==> src/rtl/hazard_control_if.sv <==
// hazard_control_if: pipeline-side hazard inputs and the control/forwarding outputs of the hazard unit.
interface hazard_control_if #(parameter int CNT_W = 16);
  logic [4:0] RsD, RtD, RsE, RtE;
  logic [4:0] WriteRegE, WriteRegM, WriteRegW;
  logic RegWriteE, RegWriteM, RegWriteW;
  logic LoadE, MemtoRegM, BranchD, PCSrcD, StopD;
  logic EnableF, EnableD, EnableE, RstD, RstE;
  logic [1:0] ForwardAE, ForwardBE;
  logic ForwardAD, ForwardBD, Halted;
  logic [CNT_W-1:0] StallCount, FlushCount;
  modport master (
    input RsD, RtD, RsE, RtE, WriteRegE, WriteRegM, WriteRegW,
    input RegWriteE, RegWriteM, RegWriteW, LoadE, MemtoRegM, BranchD, PCSrcD, StopD,
    output EnableF, EnableD, EnableE, RstD, RstE,
    output ForwardAE, ForwardBE, ForwardAD, ForwardBD, Halted, StallCount, FlushCount
  );
  modport slave (
    output RsD, RtD, RsE, RtE, WriteRegE, WriteRegM, WriteRegW,
    output RegWriteE, RegWriteM, RegWriteW, LoadE, MemtoRegM, BranchD, PCSrcD, StopD,
    input EnableF, EnableD, EnableE, RstD, RstE,
    input ForwardAE, ForwardBE, ForwardAD, ForwardBD, Halted, StallCount, FlushCount
  );
endinterface

==> src/rtl/hazard_control.sv <==
// hazard_control: stall/flush/forward control for the 5-stage pipeline plus stop-instruction drain sequencing.
module hazard_control #(parameter int CNT_W = 16) (
  input logic CLK,
  input logic RstN,
  hazard_control_if.master hc
);
  typedef enum logic [1:0] {RUN, DRAIN, HALTED} state_t;
  state_t state, state_nxt;
  logic [1:0] cnt, cnt_nxt;
  logic e_hit, m_hit, stall_d, flush_d;
  logic en_f, en_e, rst_d, rst_e, halted;
  logic [CNT_W-1:0] stall_cnt, flush_cnt;
  function automatic logic hit(input logic we, input logic [4:0] wr, input logic [4:0] r);
    return we && (wr != 5'd0) && (wr == r);
  endfunction
  always_comb begin
    e_hit = hit(hc.RegWriteE, hc.WriteRegE, hc.RsD) | hit(hc.RegWriteE, hc.WriteRegE, hc.RtD);
    m_hit = hit(hc.RegWriteM, hc.WriteRegM, hc.RsD) | hit(hc.RegWriteM, hc.WriteRegM, hc.RtD);
    stall_d = (hc.LoadE & e_hit) | (hc.BranchD & (e_hit | (hc.MemtoRegM & m_hit)));
    flush_d = hc.PCSrcD & ~stall_d;
  end
  always_comb begin
    state_nxt = state;
    cnt_nxt = cnt;
    en_f = 1'b0;
    en_e = 1'b0;
    rst_d = 1'b0;
    rst_e = 1'b0;
    halted = 1'b0;
    case (state)
      RUN: begin
        en_f = ~stall_d;
        en_e = 1'b1;
        rst_e = stall_d;
        rst_d = flush_d;
        if (hc.StopD && !stall_d) begin
          state_nxt = DRAIN;
          cnt_nxt = 2'd3;
        end
      end
      DRAIN: begin
        en_e = 1'b1;
        rst_e = 1'b1;
        cnt_nxt = cnt - 2'd1;
        state_nxt = (cnt == 2'd1) ? HALTED : DRAIN;
      end
      default: halted = 1'b1;
    endcase
  end
  always_ff @(posedge CLK or negedge RstN)
    if (!RstN) begin
      state <= RUN;
      cnt <= 2'd0;
      stall_cnt <= '0;
      flush_cnt <= '0;
    end else begin
      state <= state_nxt;
      cnt <= cnt_nxt;
      if (state == RUN && stall_d && !(&stall_cnt)) stall_cnt <= stall_cnt + CNT_W'(1);
      if (state == RUN && flush_d && !(&flush_cnt)) flush_cnt <= flush_cnt + CNT_W'(1);
    end
  // reset overrides every control output combinationally, independent of the FSM
  assign hc.EnableF = RstN & en_f;
  assign hc.EnableD = RstN & en_f;
  assign hc.EnableE = RstN & en_e;
  assign hc.RstD = ~RstN | rst_d;
  assign hc.RstE = ~RstN | rst_e;
  assign hc.Halted = RstN & halted;
  assign hc.ForwardAE = !RstN ? 2'b00 : hit(hc.RegWriteM, hc.WriteRegM, hc.RsE) ? 2'b10 :
                        hit(hc.RegWriteW, hc.WriteRegW, hc.RsE) ? 2'b01 : 2'b00;
  assign hc.ForwardBE = !RstN ? 2'b00 : hit(hc.RegWriteM, hc.WriteRegM, hc.RtE) ? 2'b10 :
                        hit(hc.RegWriteW, hc.WriteRegW, hc.RtE) ? 2'b01 : 2'b00;
  assign hc.ForwardAD = RstN & hit(hc.RegWriteM, hc.WriteRegM, hc.RsD);
  assign hc.ForwardBD = RstN & hit(hc.RegWriteM, hc.WriteRegM, hc.RtD);
  assign hc.StallCount = stall_cnt;
  assign hc.FlushCount = flush_cnt;
endmodule

==> src/flat_wrapper.sv <==
// flat-port wrapper written by rule: the top's interface ports become plain ports
module hazard_control_flat 
#(parameter int CNT_W = 16)
  (CLK, RstN, hc_RsD, hc_RtD, hc_RsE, hc_RtE, hc_WriteRegE, hc_WriteRegM, hc_WriteRegW, hc_RegWriteE, hc_RegWriteM, hc_RegWriteW, hc_LoadE, hc_MemtoRegM, hc_BranchD, hc_PCSrcD, hc_StopD, hc_EnableF, hc_EnableD, hc_EnableE, hc_RstD, hc_RstE, hc_ForwardAE, hc_ForwardBE, hc_ForwardAD, hc_ForwardBD, hc_Halted, hc_StallCount, hc_FlushCount);
  hazard_control_if #(.CNT_W(CNT_W)) hc_i ();
  input logic CLK;
  input logic RstN;
  input wire logic [$bits(hc_i.RsD)-1:0] hc_RsD;
  input wire logic [$bits(hc_i.RtD)-1:0] hc_RtD;
  input wire logic [$bits(hc_i.RsE)-1:0] hc_RsE;
  input wire logic [$bits(hc_i.RtE)-1:0] hc_RtE;
  input wire logic [$bits(hc_i.WriteRegE)-1:0] hc_WriteRegE;
  input wire logic [$bits(hc_i.WriteRegM)-1:0] hc_WriteRegM;
  input wire logic [$bits(hc_i.WriteRegW)-1:0] hc_WriteRegW;
  input wire logic [$bits(hc_i.RegWriteE)-1:0] hc_RegWriteE;
  input wire logic [$bits(hc_i.RegWriteM)-1:0] hc_RegWriteM;
  input wire logic [$bits(hc_i.RegWriteW)-1:0] hc_RegWriteW;
  input wire logic [$bits(hc_i.LoadE)-1:0] hc_LoadE;
  input wire logic [$bits(hc_i.MemtoRegM)-1:0] hc_MemtoRegM;
  input wire logic [$bits(hc_i.BranchD)-1:0] hc_BranchD;
  input wire logic [$bits(hc_i.PCSrcD)-1:0] hc_PCSrcD;
  input wire logic [$bits(hc_i.StopD)-1:0] hc_StopD;
  output wire logic [$bits(hc_i.EnableF)-1:0] hc_EnableF;
  output wire logic [$bits(hc_i.EnableD)-1:0] hc_EnableD;
  output wire logic [$bits(hc_i.EnableE)-1:0] hc_EnableE;
  output wire logic [$bits(hc_i.RstD)-1:0] hc_RstD;
  output wire logic [$bits(hc_i.RstE)-1:0] hc_RstE;
  output wire logic [$bits(hc_i.ForwardAE)-1:0] hc_ForwardAE;
  output wire logic [$bits(hc_i.ForwardBE)-1:0] hc_ForwardBE;
  output wire logic [$bits(hc_i.ForwardAD)-1:0] hc_ForwardAD;
  output wire logic [$bits(hc_i.ForwardBD)-1:0] hc_ForwardBD;
  output wire logic [$bits(hc_i.Halted)-1:0] hc_Halted;
  output wire logic [$bits(hc_i.StallCount)-1:0] hc_StallCount;
  output wire logic [$bits(hc_i.FlushCount)-1:0] hc_FlushCount;
  assign hc_i.RsD = hc_RsD;
  assign hc_i.RtD = hc_RtD;
  assign hc_i.RsE = hc_RsE;
  assign hc_i.RtE = hc_RtE;
  assign hc_i.WriteRegE = hc_WriteRegE;
  assign hc_i.WriteRegM = hc_WriteRegM;
  assign hc_i.WriteRegW = hc_WriteRegW;
  assign hc_i.RegWriteE = hc_RegWriteE;
  assign hc_i.RegWriteM = hc_RegWriteM;
  assign hc_i.RegWriteW = hc_RegWriteW;
  assign hc_i.LoadE = hc_LoadE;
  assign hc_i.MemtoRegM = hc_MemtoRegM;
  assign hc_i.BranchD = hc_BranchD;
  assign hc_i.PCSrcD = hc_PCSrcD;
  assign hc_i.StopD = hc_StopD;
  assign hc_EnableF = hc_i.EnableF;
  assign hc_EnableD = hc_i.EnableD;
  assign hc_EnableE = hc_i.EnableE;
  assign hc_RstD = hc_i.RstD;
  assign hc_RstE = hc_i.RstE;
  assign hc_ForwardAE = hc_i.ForwardAE;
  assign hc_ForwardBE = hc_i.ForwardBE;
  assign hc_ForwardAD = hc_i.ForwardAD;
  assign hc_ForwardBD = hc_i.ForwardBD;
  assign hc_Halted = hc_i.Halted;
  assign hc_StallCount = hc_i.StallCount;
  assign hc_FlushCount = hc_i.FlushCount;
  hazard_control #(.CNT_W(CNT_W)) u_core (.CLK(CLK), .RstN(RstN), .hc(hc_i));
endmodule
==> config.mk <==
export PLATFORM = sky130hd
export DESIGN_NAME = hazard_control_flat
export DESIGN_NICKNAME = d
export VERILOG_FILES = /design/src/rtl/hazard_control_if.sv /design/src/rtl/hazard_control.sv /design/src/flat_wrapper.sv
export SDC_FILE = /design/constraint.sdc
export NUM_CORES = 1
export LEC_CHECK = 0
export BUFFER_PORTS_ARGS = -buffer_cell sky130_fd_sc_hd__buf_2
export CORE_UTILIZATION = 40
export DETAILED_ROUTE_END_ITERATION = 16
export HOLD_SLACK_MARGIN = 0.1
export MAX_ROUTING_LAYER = met4
export PLACE_DENSITY = 0.7
export SETUP_SLACK_MARGIN = 0.3
export SLEW_MARGIN = 15
export SYNTH_ARGS = -nofsm -noshare
export SYNTH_HDL_FRONTEND = slang
export SYNTH_SLANG_ARGS = --single-unit
==> constraint.sdc <==
create_clock -name CLK -period 1.9 [get_ports CLK]
set_input_delay 0 -clock CLK [delete_from_list [all_inputs] [get_ports CLK]]
set_output_delay 0 -clock CLK [all_outputs]
set_load 0.01 [all_outputs]
## Yosys cells after proc, flatten, opt, wreduce, memory -nomap -nowiden

Index checks and enable logic that the tools add are counted.

- Add/subtract/negate cells: 3
- $mul: 0
- Divide/modulo/power cells: 0
- $lt $le $gt $ge: 0
- Equality and inequality tests: 11
- Shift operators: 0
- Muxes and demuxes: 16
- Bitwise logic cells: 17
- Reduce and logical (&&, ||, !) cells: 28

Operators with widths:

| operator | count |
|---|---|
| $eq A5 B5 Y1 | 8 |
| $add A16 B1 Y16 const B | 2 |
| $reduce_and A16 Y1 | 2 |
| $logic_and A1 B1 Y1 | 16 |
| $reduce_bool A5 Y1 | 3 |
| $mux W2 | 7 |
| $and A1 B1 Y1 | 9 |
| $pmux W2 S2 | 2 |
| $mux W1 | 6 |
| $or A1 B1 Y1 | 6 |
| $eq A2 B1 Y1 const B | 2 |
| $logic_not A1 Y1 | 3 |
| $logic_not A2 Y1 | 1 |
| $ne A2 B1 Y1 const B | 1 |
| $not A1 Y1 | 2 |
| $pmux W1 S2 | 1 |
| $reduce_and A2 Y1 | 1 |
| $reduce_bool A2 Y1 | 1 |
| $reduce_or A2 Y1 | 1 |
| $sub A2 B1 Y2 const B | 1 |

- Register bits: 36
- Bits in latches: 0
- RAM bits: 0
- ROM bits: 0
- Bits of input ports: 45
- Output and inout port bits: 44
- Memories kept: 0

## Longest topological paths before layout

Gate-level depths: netlist of the first run.

- Depth after elaboration: 12
- Gate-level depth with buffers: 9

## Least setup slack after synthesis of the first run

OpenSTA, ideal clock, no wires.

- Kind: reg-to-reg
- From: register u_core.flush_cnt[6], in the netlist u_core.hc.FlushCount[6]
- To: register u_core.flush_cnt[1], in the netlist u_core.hc.FlushCount[1]
- Arrival: 1.984 ns
- Data required time: 1.772 ns
- Setup slack: -0.211 ns
- Cell stages (with the launch flop): 8
- Path buffers: 1
- Clock period less this slack: 2.111 ns
- Path through: dfrtp_1 > nand3_1 > nor2_1 > nand4_1 > o311a_1 > nand3_4 > buf_6 > mux2_1

- Word-level cells in the longest chain between the ends: 3

Ends and longest elaborated chain:

| item | RTL line | text |
|---|---|---|
| from (decl) | hazard_control.sv:12 | `logic [CNT_W-1:0] stall_cnt, flush_cnt;` |
| from (signal assigned) | hazard_control.sv:60 | `if (state == RUN && flush_d && !(&flush_cnt)) flush_cnt <= flush_cnt + CNT_W'(1);` |
| $reduce_and A16 Y1 | hazard_control.sv:60 |  |
| $logic_not A1 Y1 | hazard_control.sv:60 |  |
| $logic_and A1 B1 Y1 | hazard_control.sv:60 |  |

No other way between the ends.
A chain may end at the register's enable or synchronous reset.

## Final worst setup path of the first run

- From: register u_core.stall_cnt[8], in the netlist u_core.hc.StallCount[8]
- To: register u_core.stall_cnt[8], in the netlist u_core.hc.StallCount[8]

- Word-level cells in the longest chain between the ends: 3

Ends and longest elaborated chain:

| item | RTL line | text |
|---|---|---|
| from (decl) | hazard_control.sv:12 |  |
| from (signal assigned) | hazard_control.sv:59 | `if (state == RUN && stall_d && !(&stall_cnt)) stall_cnt <= stall_cnt + CNT_W'(1);` |
| parallel branches: the longest is 3 deep, another holds $add A16 B1 Y16 | n/a |  |

Parallel ways; which one is timed is not known.

==> impl_metrics.py, run 1 <==
metrics = {
    "die": {
        "start_util": 0.427,
        "fp.coreArea_um2": 5640,
        "rows": 27,
        "die_x_um": 79.6,
        "dieArea_um2": 6340,
        "die_y_um": 79.6,
        "num_io_pins": 89,
    },
    "detailed_routing": {
        "wl_mm": 7.08,
        "drt-pass1-iter-count": 4,
        "postRouteAntennaNets": 0,
        "via_per_inst": 5.12,
        "drcViolationCount": 0,
        "post_drt_wl_per_cell_um": 15.7,
        "num_vias": 2310,
        "drt-initial-drc-count": 138,
    },
    "placed_design": {
        "detailed_place_hpwl_mm": 4.56,
        "gp_congestion": 0.808,
        "port_buffers": 88,
        "placedCellCount": 416,
    },
    "worst_hold_path": {
        "hold_start": "hc_PCSrcD",
        "min_to": "u_core.hc.FlushCount[3]$_DFFE_PN0P_",
        "hold_depth": 5,
        "hold_path_class": "in2reg",
    },
    "pwr": {
        "combPwrFrac": 0.164,
        "peakVddDrop_mv": 0.256,
        "netSwitchingPower_uw": 403,
        "p_per_area_nw_per_um2": 409,
        "p_int_mw": 1.15,
        "pwr-share-seq": 0.493,
        "clkPwrFrac": 0.343,
        "total_power_mw": 1.56,
        "power.share.switching": 0.259,
        "p_leak_nw": 1.93,
    },
    "setup_path": {
        "reg2reg_depth": 10,
        "worstPathMaxFanout": 5,
        "criticalPathCategory": "reg2reg",
        "r2r-start": "u_core.hc.StallCount[8]$_DFFE_PN0P_",
        "cp-end-kind": "flop",
        "reg2reg_slack_ns": -0.20,
        "crit_arrival_ns": 2.30,
        "critPathLaunchType": "flop",
        "rr_endpoint": "u_core.hc.StallCount[8]$_DFFE_PN0P_",
        "cp.required_ns": 2.10,
    },
    "global_route": {
        "grt-ovfl-total": 0,
        "grt_pass1_wl_mm": 10.8,
        "antenna_found_initial": 0,
        "grt_pass1_vias": 2362,
        "grt_use_total": 0.227,
        "grt_max_degree": 37,
    },
    "yosys": {
        "synth_top_area_frac": 0.374,
        "postSynthCellCount": 231,
        "synth_warnings": 0,
        "synth_edf_count": 0,
        "ys_seq_elements": 36,
        "ys_top_cells_by_count": "36 x dfrtp_1, 35 x xnor2_1, 31 x xor2_1",
        "async_reset_ff_frac": 1.00,
        "synth.area.top_cells": "dfrtp_1 37%, xnor2_1 13%, xor2_1 11%",
        "ys.flop_type": "dfrtp_1",
        "yosysMostFrequentCell": "dfrtp_1",
        "yosys.cell_types.count": 41,
        "syn_area_um2": 2410,
        "seq_area_frac_synth": 0.374,
        "syn_avg_cell_area_um2": 10.4,
        "synth_fp_nets": 279,
        "synth_top_cell_by_area": "dfrtp_1",
    },
    "cells_and_area": {
        "post-route-util": 0.675,
        "drive_above_1_share": 0.554,
        "syn_to_final_growth_pct": 58.1,
        "fin_cells": 451,
        "nNetsFinal": 426,
        "diodes": 0,
    },
    "timing": {
        "clock_skew_ns": 0.00580,
        "tightest_slew_ns": 0.506,
        "period_needed_ns": 2.10,
        "maxSlewViolCount": 0,
        "setup_viol": 15,
        "timing_hold_violations_final": 0,
        "max_freq_ghz": 0.476,
        "final.setup.tns_ns": -1.87,
        "max_slew_margin": 0.662,
        "worst_slack_ns": -0.202,
        "min_period_over_period": 1.11,
        "rsz0062_at_grt": "yes",
    },
    "clock_network": {
        "clock_latency_ns": 0.29,
        "cts_max_level": 2,
        "cts.clk_slew.worst_paths_ns": 0.07,
        "cts_buffer_depth": 2,
        "cts_root_buf": "clkbuf_8",
        "clock-sinks": 36,
        "cts-buffers-inserted": 5,
        "cts_tree": "yes",
    },
    "job": {
        "drv_cap": 0,
    },
    "status": {
        "status": "finished, violations left",
        "violations": "setup timing",
    },
}
==> worst max-delay path, cell delays in order (launching register included) <==
cell	delay (ns)
dfrtp_1	0.41
and3_4	0.20
and3_4	0.18
and2_4	0.15
and3_4	0.18
a211oi_4	0.24
buf_6	0.15
buf_16	0.10
buf_4	0.12
nand3_4	0.08
xnor2_2	0.20
==> kinds of logic after synthesis <==
| group | Yosys count | share of synthesized area |
|---|---|---|
| AO/OA/AOI/OAI | 18 | 0.0634 |
| XOR/XNOR | 69 | 0.260 |
| adder cells (fa/ha/maj) | 3 | 0.0156 |
| buffers and inverters | 16 | 0.0431 |
| flip-flops | 36 | 0.374 |
| multiplexers | 3 | 0.0140 |
| AND/OR/NAND/NOR | 86 | 0.230 |
==> per-stage QoR <==
stage	setup slack, ns	cell area (µm²)	hold WS [ns]
after floorplan	-0.0719	2510	-0.296
after global placement	-0.0113	3230	0.116
after detailed placement	-0.0424	3230	0.129
after CTS	-0.00131	3670	0.237
after global routing	-0.242	3810	0.263
final	-0.202	3810	0.257
==> sequential cells by signal, indices dropped and copies added (netlist names) <==
name and flops:
u_core.cnt 2, u_core.hc.FlushCount 16, u_core.hc.StallCount 16, u_core.state 2
==> metal layers <==
| layer | GRT usage | part of all wire |
|---|---|---|
| met3 | 0.0309 | 0.039 |
| met5 | - | 0 |
| met4 | 0.0818 | 0.029 |
| met1 | 0.257 | 0.40 |
| met2 | 0.405 | 0.53 |
==> layout make-up <==
class | count | area (µm²)
sequential | 36 | 907
timing repair buffer | 149 | 1020
tap | 72 | 90.1
clock buffer | 8 | 80.1
fill | 414 | 1830
multi-input combinational | 179 | 1690
inverter | 7 | 26.3
==> repair_timing <==
action                                 in CTS  in global routing
setup buffers                              12                 11
gates cloned                                1                  0
hold buffers                                3                  0
setup endpoints to repair                  34                 36
pin swaps                                  22                 21
endpoints found under the hold margin      37                  0
resized for setup                          42                 15
==> placed cells by master, fill, tap and decap left out, drive strengths merged, types with 2 or more instances in the layout <==
cell type	count
a21oi	2
and2	5
and3	11
and4	2
buf	147
clkbuf	8
dfrtp	36
dlygate4sd3	2
ha	3
inv	7
mux2	3
nand2	9
nand3	13
nand4	15
nor2	6
nor2b	2
nor3	12
nor4	6
o21ai	7
o31a	2
or4	4
xnor2	38
xor2	31
==> power groups by stage <==
| stage | Combinational (mW) | Clock (mW) | Sequential (mW) |
|---|---|---|---|
| floorplan | 0.116 | 0 | 0.784 |
| global placement | 0.225 | 0 | 0.782 |
| detailed placement | 0.229 | 0 | 0.782 |
| CTS | 0.246 | 0.535 | 0.768 |
| global route | 0.280 | 0.578 | 0.767 |
| finish | 0.255 | 0.534 | 0.768 |
==> worst max-delay path by stage <==
stage	start	slack [ns]	cells after the start	endpoint
finish	u_core.hc.StallCount[8]$_DFFE_PN0P_	-0.20	10	u_core.hc.StallCount[8]$_DFFE_PN0P_
global route	u_core.hc.StallCount[8]$_DFFE_PN0P_	-0.24	10	u_core.hc.StallCount[6]$_DFFE_PN0P_
CTS	u_core.hc.StallCount[2]$_DFFE_PN0P_	-0.001	8	u_core.hc.StallCount[1]$_DFFE_PN0P_
detailed placement	hc_WriteRegM[0]	-0.04	7	u_core.hc.FlushCount[12]$_DFFE_PN0P_
global placement	u_core.hc.StallCount[7]$_DFFE_PN0P_	-0.01	7	u_core.hc.StallCount[1]$_DFFE_PN0P_
floorplan	u_core.hc.StallCount[7]$_DFFE_PN0P_	-0.07	8	u_core.hc.StallCount[3]$_DFFE_PN0P_
Power figures use the tool's default switching activity.
==> inputs of run 2 (changes only) <==
PLACE_DENSITY = 0.79   (was 0.7)
==> run 2 against run 1 <==
Compared with the run above: the run still ends with setup timing left; sequential power hardly changed; wire length up 0.61%; design area rose by 1.5%; critical path type unchanged.
==> impl_metrics.py, run 2 (same netlist as run 1, synthesis figures left out) <==
metrics = {
    "timing": {
        "timing_hold_violations_final": 0,
        "max_slew_margin": 0.649,
        "fin_hold_ws_ns": 0.256,
        "worst_slack_ns": -0.0252,
        "rsz0062_at_grt": "yes",
        "max_freq_ghz": 0.519,
        "tightest_slew_ns": 0.527,
        "min_period_over_period": 1.01,
        "setup_viol": 4,
        "final.setup.tns_ns": -0.0623,
        "period_needed_ns": 1.93,
        "maxSlewViolCount": 0,
        "clock_skew_ns": 0.00436,
    },
    "setup_path": {
        "r2r-start": "u_core.hc.StallCount[4]$_DFFE_PN0P_",
        "critPathLaunchType": "flop",
        "cp-end-kind": "flop",
        "cp.required_ns": 2.08,
        "worstPathMaxFanout": 7,
        "reg2reg_depth": 9,
        "crit_arrival_ns": 2.11,
        "rr_endpoint": "u_core.hc.StallCount[15]$_DFFE_PN0P_",
        "reg2reg_slack_ns": -0.03,
        "criticalPathCategory": "reg2reg",
    },
    "cells_and_area": {
        "syn_to_final_growth_pct": 60.5,
        "nNetsFinal": 427,
        "postLayoutCellArea_um2": 3870,
        "diodes": 0,
        "fillers": 383,
        "drive_above_1_share": 0.563,
        "seq_area_um2": 907,
        "layout_common_cells": "84 x buf_2, 41 x buf_4, 32 x xnor2_1",
        "fin_cells": 452,
        "layout_commonest_cell": "buf_2",
        "multi_input_area_um2": 1690,
    },
    "pwr": {
        "total_power_mw": 1.70,
        "p_per_area_nw_per_um2": 438,
        "peakVddDrop_mv": 0.315,
        "p_leak_nw": 1.94,
    },
    "die": {
        "fp.coreArea_um2": 5640,
        "num_io_pins": 89,
        "rows": 27,
        "die_x_um": 79.6,
        "die_y_um": 79.6,
        "dieArea_um2": 6340,
        "start_util": 0.427,
    },
    "placed_design": {
        "port_buffers": 88,
        "gp_congestion": 0.876,
        "place_area_um2": 3230,
        "placedCellCount": 416,
        "detailed_place_hpwl_mm": 4.63,
    },
    "job": {
        "drv_cap": 0,
    },
    "detailed_routing": {
        "drt-pass1-iter-count": 4,
        "num_vias": 2406,
        "drt-initial-drc-count": 118,
        "drcViolationCount": 0,
        "via_per_inst": 5.32,
        "post_drt_wl_per_cell_um": 15.8,
        "wl_mm": 7.12,
        "postRouteAntennaNets": 0,
    },
    "worst_hold_path": {
        "hold_start": "hc_PCSrcD",
        "hold_depth": 4,
        "min_to": "u_core.hc.FlushCount[12]$_DFFE_PN0P_",
        "hold_path_class": "in2reg",
    },
    "clock_network": {
        "cts_root_buf": "clkbuf_8",
        "cts_buffer_depth": 2,
        "cts-buffers-inserted": 5,
        "cts_tree": "yes",
        "clock-sinks": 36,
        "cts.clk_slew.worst_paths_ns": 0.07,
        "cts_max_level": 2,
        "clock_latency_ns": 0.29,
    },
    "status": {
        "violations": "setup timing",
        "status": "finished, violations left",
    },
    "global_route": {
        "grt_max_degree": 37,
        "grt_pass1_wl_mm": 11.2,
        "antenna_found_initial": 0,
        "grt_pass1_vias": 2469,
        "grt_use_total": 0.236,
        "grt-ovfl-total": 0,
    },
}
[run 2: final cells by class]
type / instances / share of cell area
multi-input cells: 179 / 0.437
clock inverters: 2 / 0.00906
clock buffers: 6 / 0.0188
well taps: 72 / 0.0233
inverters: 7 / 0.00679
repair buffers: 150 / 0.271
flip-flops and latches: 36 / 0.234
[run 2: what timing repair did]
item | in CTS | in global routing
resized for setup | 43 | 18
hold buffers | 3 | 0
endpoints found under the hold margin | 37 | 0
gates cloned | 1 | 0
setup buffers | 14 | 10
setup endpoints to repair | 34 | 37
pin swaps | 35 | 16
[run 2: stage by stage]
stage | setup slack (ns) | utilization
after detailed placement | -0.0416 | 0.573
final | -0.0252 | 0.686
after CTS | -0.00978 | 0.658
after global routing | -0.130 | 0.686
after floorplan | -0.0719 | -
after global placement | -0.00781 | 0.573
[run 2: how the worst max path moves through the flow]
stage,slack (ns),to,start
after CTS,-0.01,u_core.hc.StallCount[15]$_DFFE_PN0P_,u_core.hc.StallCount[3]$_DFFE_PN0P_
final,-0.03,u_core.hc.StallCount[15]$_DFFE_PN0P_,u_core.hc.StallCount[4]$_DFFE_PN0P_
after global routing,-0.13,u_core.hc.StallCount[15]$_DFFE_PN0P_,u_core.hc.StallCount[3]$_DFFE_PN0P_
after global placement,-0.008,u_core.hc.StallCount[1]$_DFFE_PN0P_,u_core.hc.StallCount[7]$_DFFE_PN0P_
after floorplan,-0.07,u_core.hc.StallCount[3]$_DFFE_PN0P_,u_core.hc.StallCount[7]$_DFFE_PN0P_
after detailed placement,-0.04,u_core.hc.StallCount[1]$_DFFE_PN0P_,u_core.hc.StallCount[7]$_DFFE_PN0P_
[run 2: critical path, stage by stage, from the launching register on]
cell,delay [ns]
dfrtp_1,0.40
and4_4,0.19
and3_4,0.17
and2_4,0.15
and3_4,0.18
a211oi_4,0.22
buf_6,0.16
buf_16,0.11
nand4_1,0.10
xnor2_1,0.14
[run 2: power breakdown]
part / internal [mW] / switching [mW]
combinational: 0.125 / 0.133
sequential: 0.767 / 0.000748
clock: 0.390 / 0.282
[run 2: routing by layer]
metal  up-vias  GRT usage  routed length, µm
met1      1172      0.256               2840
met3        20     0.0389                317
met5         -          -                  0
met2       105      0.428               3820
met4         0     0.0873                146
li1       1109          -                  -
==> inputs of run 3 (changes only) <==
clock period = 1.7 ns   (was 1.9 ns; I/O delays follow)
==> run 3 against run 2 <==
Compared with the run above: the flow finishes with violations (hold timing, setup timing); clock skew is essentially flat; hold slack lost 0.47 ns; register-to-register slack lost 0.14 ns; setup slack lost 0.14 ns; via count shrank 3.9%; non-clock buffer count grew 9; sequential share of layout area shrank 0.59 points; combinational power grew 14%; largest power group unchanged.
==> impl_metrics.py, run 3 (same netlist as run 1, synthesis figures left out) <==
metrics = {
    "die": {
        "die_y_um": 79.6,
        "dieArea_um2": 6340,
        "start_util": 0.427,
        "num_io_pins": 89,
        "fp.coreArea_um2": 5640,
        "die_x_um": 79.6,
        "rows": 27,
    },
    "pwr": {
        "pwr-share-seq": 0.482,
        "power.share.switching": 0.254,
        "p_leak_nw": 1.98,
        "netSwitchingPower_uw": 452,
        "p_int_mw": 1.33,
        "peakVddDrop_mv": 0.455,
        "clkPwrFrac": 0.353,
        "p_per_area_nw_per_um2": 448,
        "combPwrFrac": 0.166,
    },
    "detailed_routing": {
        "drt-initial-drc-count": 76,
        "wl_mm": 6.98,
        "drt-pass1-iter-count": 4,
        "num_vias": 2311,
        "drcViolationCount": 0,
        "post_drt_wl_per_cell_um": 15.1,
        "via_per_inst": 5.00,
        "postRouteAntennaNets": 0,
    },
    "setup_path": {
        "cp-end-kind": "flop",
        "reg2reg_slack_ns": -0.16,
        "cp.required_ns": 1.87,
        "critPathLaunchType": "flop",
        "rr_endpoint": "u_core.hc.StallCount[1]$_DFFE_PN0P_",
        "criticalPathCategory": "reg2reg",
        "worstPathMaxFanout": 7,
        "crit_arrival_ns": 2.03,
        "reg2reg_depth": 7,
        "r2r-start": "u_core.hc.StallCount[9]$_DFFE_PN0P_",
    },
    "timing": {
        "clock_skew_ns": 0.00472,
        "fin_hold_ws_ns": -0.211,
        "max_freq_ghz": 0.537,
        "tightest_slew_ns": 0.523,
        "min_period_over_period": 1.10,
        "worst_slack_ns": -0.162,
        "rsz0062_at_grt": "yes",
        "timing_hold_violations_final": 36,
        "max_slew_margin": 0.651,
        "maxSlewViolCount": 0,
        "period_needed_ns": 1.86,
        "setup_viol": 25,
    },
    "placed_design": {
        "port_buffers": 88,
        "place_area_um2": 3420,
        "gp_congestion": 0.953,
        "detailed_place_hpwl_mm": 5.01,
    },
    "global_route": {
        "grt_max_degree": 45,
        "grt_use_total": 0.225,
        "antenna_found_initial": 0,
        "grt_pass1_wl_mm": 10.7,
        "grt-ovfl-total": 0,
        "grt_pass1_vias": 2304,
    },
    "cells_and_area": {
        "layout_common_cells": "82 x buf_2, 55 x buf_4, 32 x xnor2_1",
        "drive_above_1_share": 0.597,
        "diodes": 0,
        "fillers": 403,
        "multi_input_area_um2": 1780,
        "post-route-util": 0.704,
        "syn_to_final_growth_pct": 64.9,
        "nNetsFinal": 437,
        "layout_commonest_cell": "buf_2",
        "seq_area_um2": 908,
        "postLayoutCellArea_um2": 3970,
    },
    "job": {
        "drv_cap": 0,
    },
    "clock_network": {
        "clock-sinks": 36,
        "cts_root_buf": "clkbuf_8",
        "clock_latency_ns": 0.28,
        "cts.hold.buffers_added": 1,
        "cts-buffers-inserted": 5,
        "cts.clk_slew.worst_paths_ns": 0.07,
        "cts_buffer_depth": 2,
        "cts_max_level": 2,
        "cts_tree": "yes",
    },
    "worst_hold_path": {
        "hold_path_class": "in2async",
    },
    "status": {
        "violations": "hold timing, setup timing",
        "status": "finished, violations left",
    },
}
run 3: timing repair:
action,CTS,global route
setup endpoints to repair,39,44
buffers inserted,6,6
pin swaps,37,22
hold endpoints to repair,37,36
resized for setup,31,37
gates cloned,0,1
run 3: layout make-up:
cell class | count | share of cell area
clock buffers | 8 | 0.0227
well taps | 72 | 0.0227
inverters | 7 | 0.00661
multi-input cells | 180 | 0.447
repair buffers | 159 | 0.272
flip-flops and latches | 36 | 0.229
run 3: worst max-delay path by stage:
stage	from	end	slack [ns]	cells past startpoint
2_1_floorplan	u_core.hc.StallCount[7]$_DFFE_PN0P_	u_core.hc.StallCount[3]$_DFFE_PN0P_	-0.27	8
3_3_place_gp	u_core.hc.StallCount[7]$_DFFE_PN0P_	u_core.hc.StallCount[1]$_DFFE_PN0P_	-0.19	7
3_5_place_dp	u_core.hc.StallCount[7]$_DFFE_PN0P_	u_core.hc.StallCount[1]$_DFFE_PN0P_	-0.24	7
4_1_cts	u_core.hc.StallCount[9]$_DFFE_PN0P_	u_core.hc.StallCount[1]$_DFFE_PN0P_	-0.16	7
5_1_grt	u_core.hc.StallCount[9]$_DFFE_PN0P_	u_core.hc.StallCount[13]$_DFFE_PN0P_	-0.22	8
6_report	u_core.hc.StallCount[9]$_DFFE_PN0P_	u_core.hc.StallCount[1]$_DFFE_PN0P_	-0.16	7
run 3: power by group through the flow:
stage          Sequential, mW  Combinational [mW]  Clock (mW)
6_report                0.858               0.295       0.628
5_1_grt                 0.857               0.323       0.686
4_1_cts                 0.858               0.284       0.633
3_5_place_dp            0.874               0.265           0
3_3_place_gp            0.874               0.259           0
2_1_floorplan           0.876               0.137           0
run 3: critical path: stages, from the launching register on:
cell and delay (ns):
dfrtp_1 0.38, and3_4 0.18, and3_4 0.18, and2_4 0.16, and3_4 0.18, a211oi_4 0.21
buf_6 0.17, mux2_4 0.29
run 3: routing by layer:
metal	routed length, µm	global-route usage	vias to the layer above
li1	-	-	1129
met1	2880	0.263	1134
met2	3840	0.396	40
met3	164	0.0400	8
met4	97	0.0564	0
met5	0	-	-
run 3: through the flow:
| stage | instances | total power, mW | TNS (ns) | worst slack, ns | hold WS (ns) |
|---|---|---|---|---|---|
| after floorplan | 231 | 1.01 | -4.69 | -0.272 | -0.296 |
| after global placement | 440 | 1.13 | -2.20 | -0.185 | 0.114 |
| after detailed placement | 440 | 1.14 | -3.47 | -0.235 | 0.112 |
| after CTS | 455 | 1.77 | -2.54 | -0.158 | -0.191 |
| after global routing | 462 | 1.87 | -4.13 | -0.217 | -0.158 |
| final | 462 | 1.78 | -2.34 | -0.162 | -0.211 |
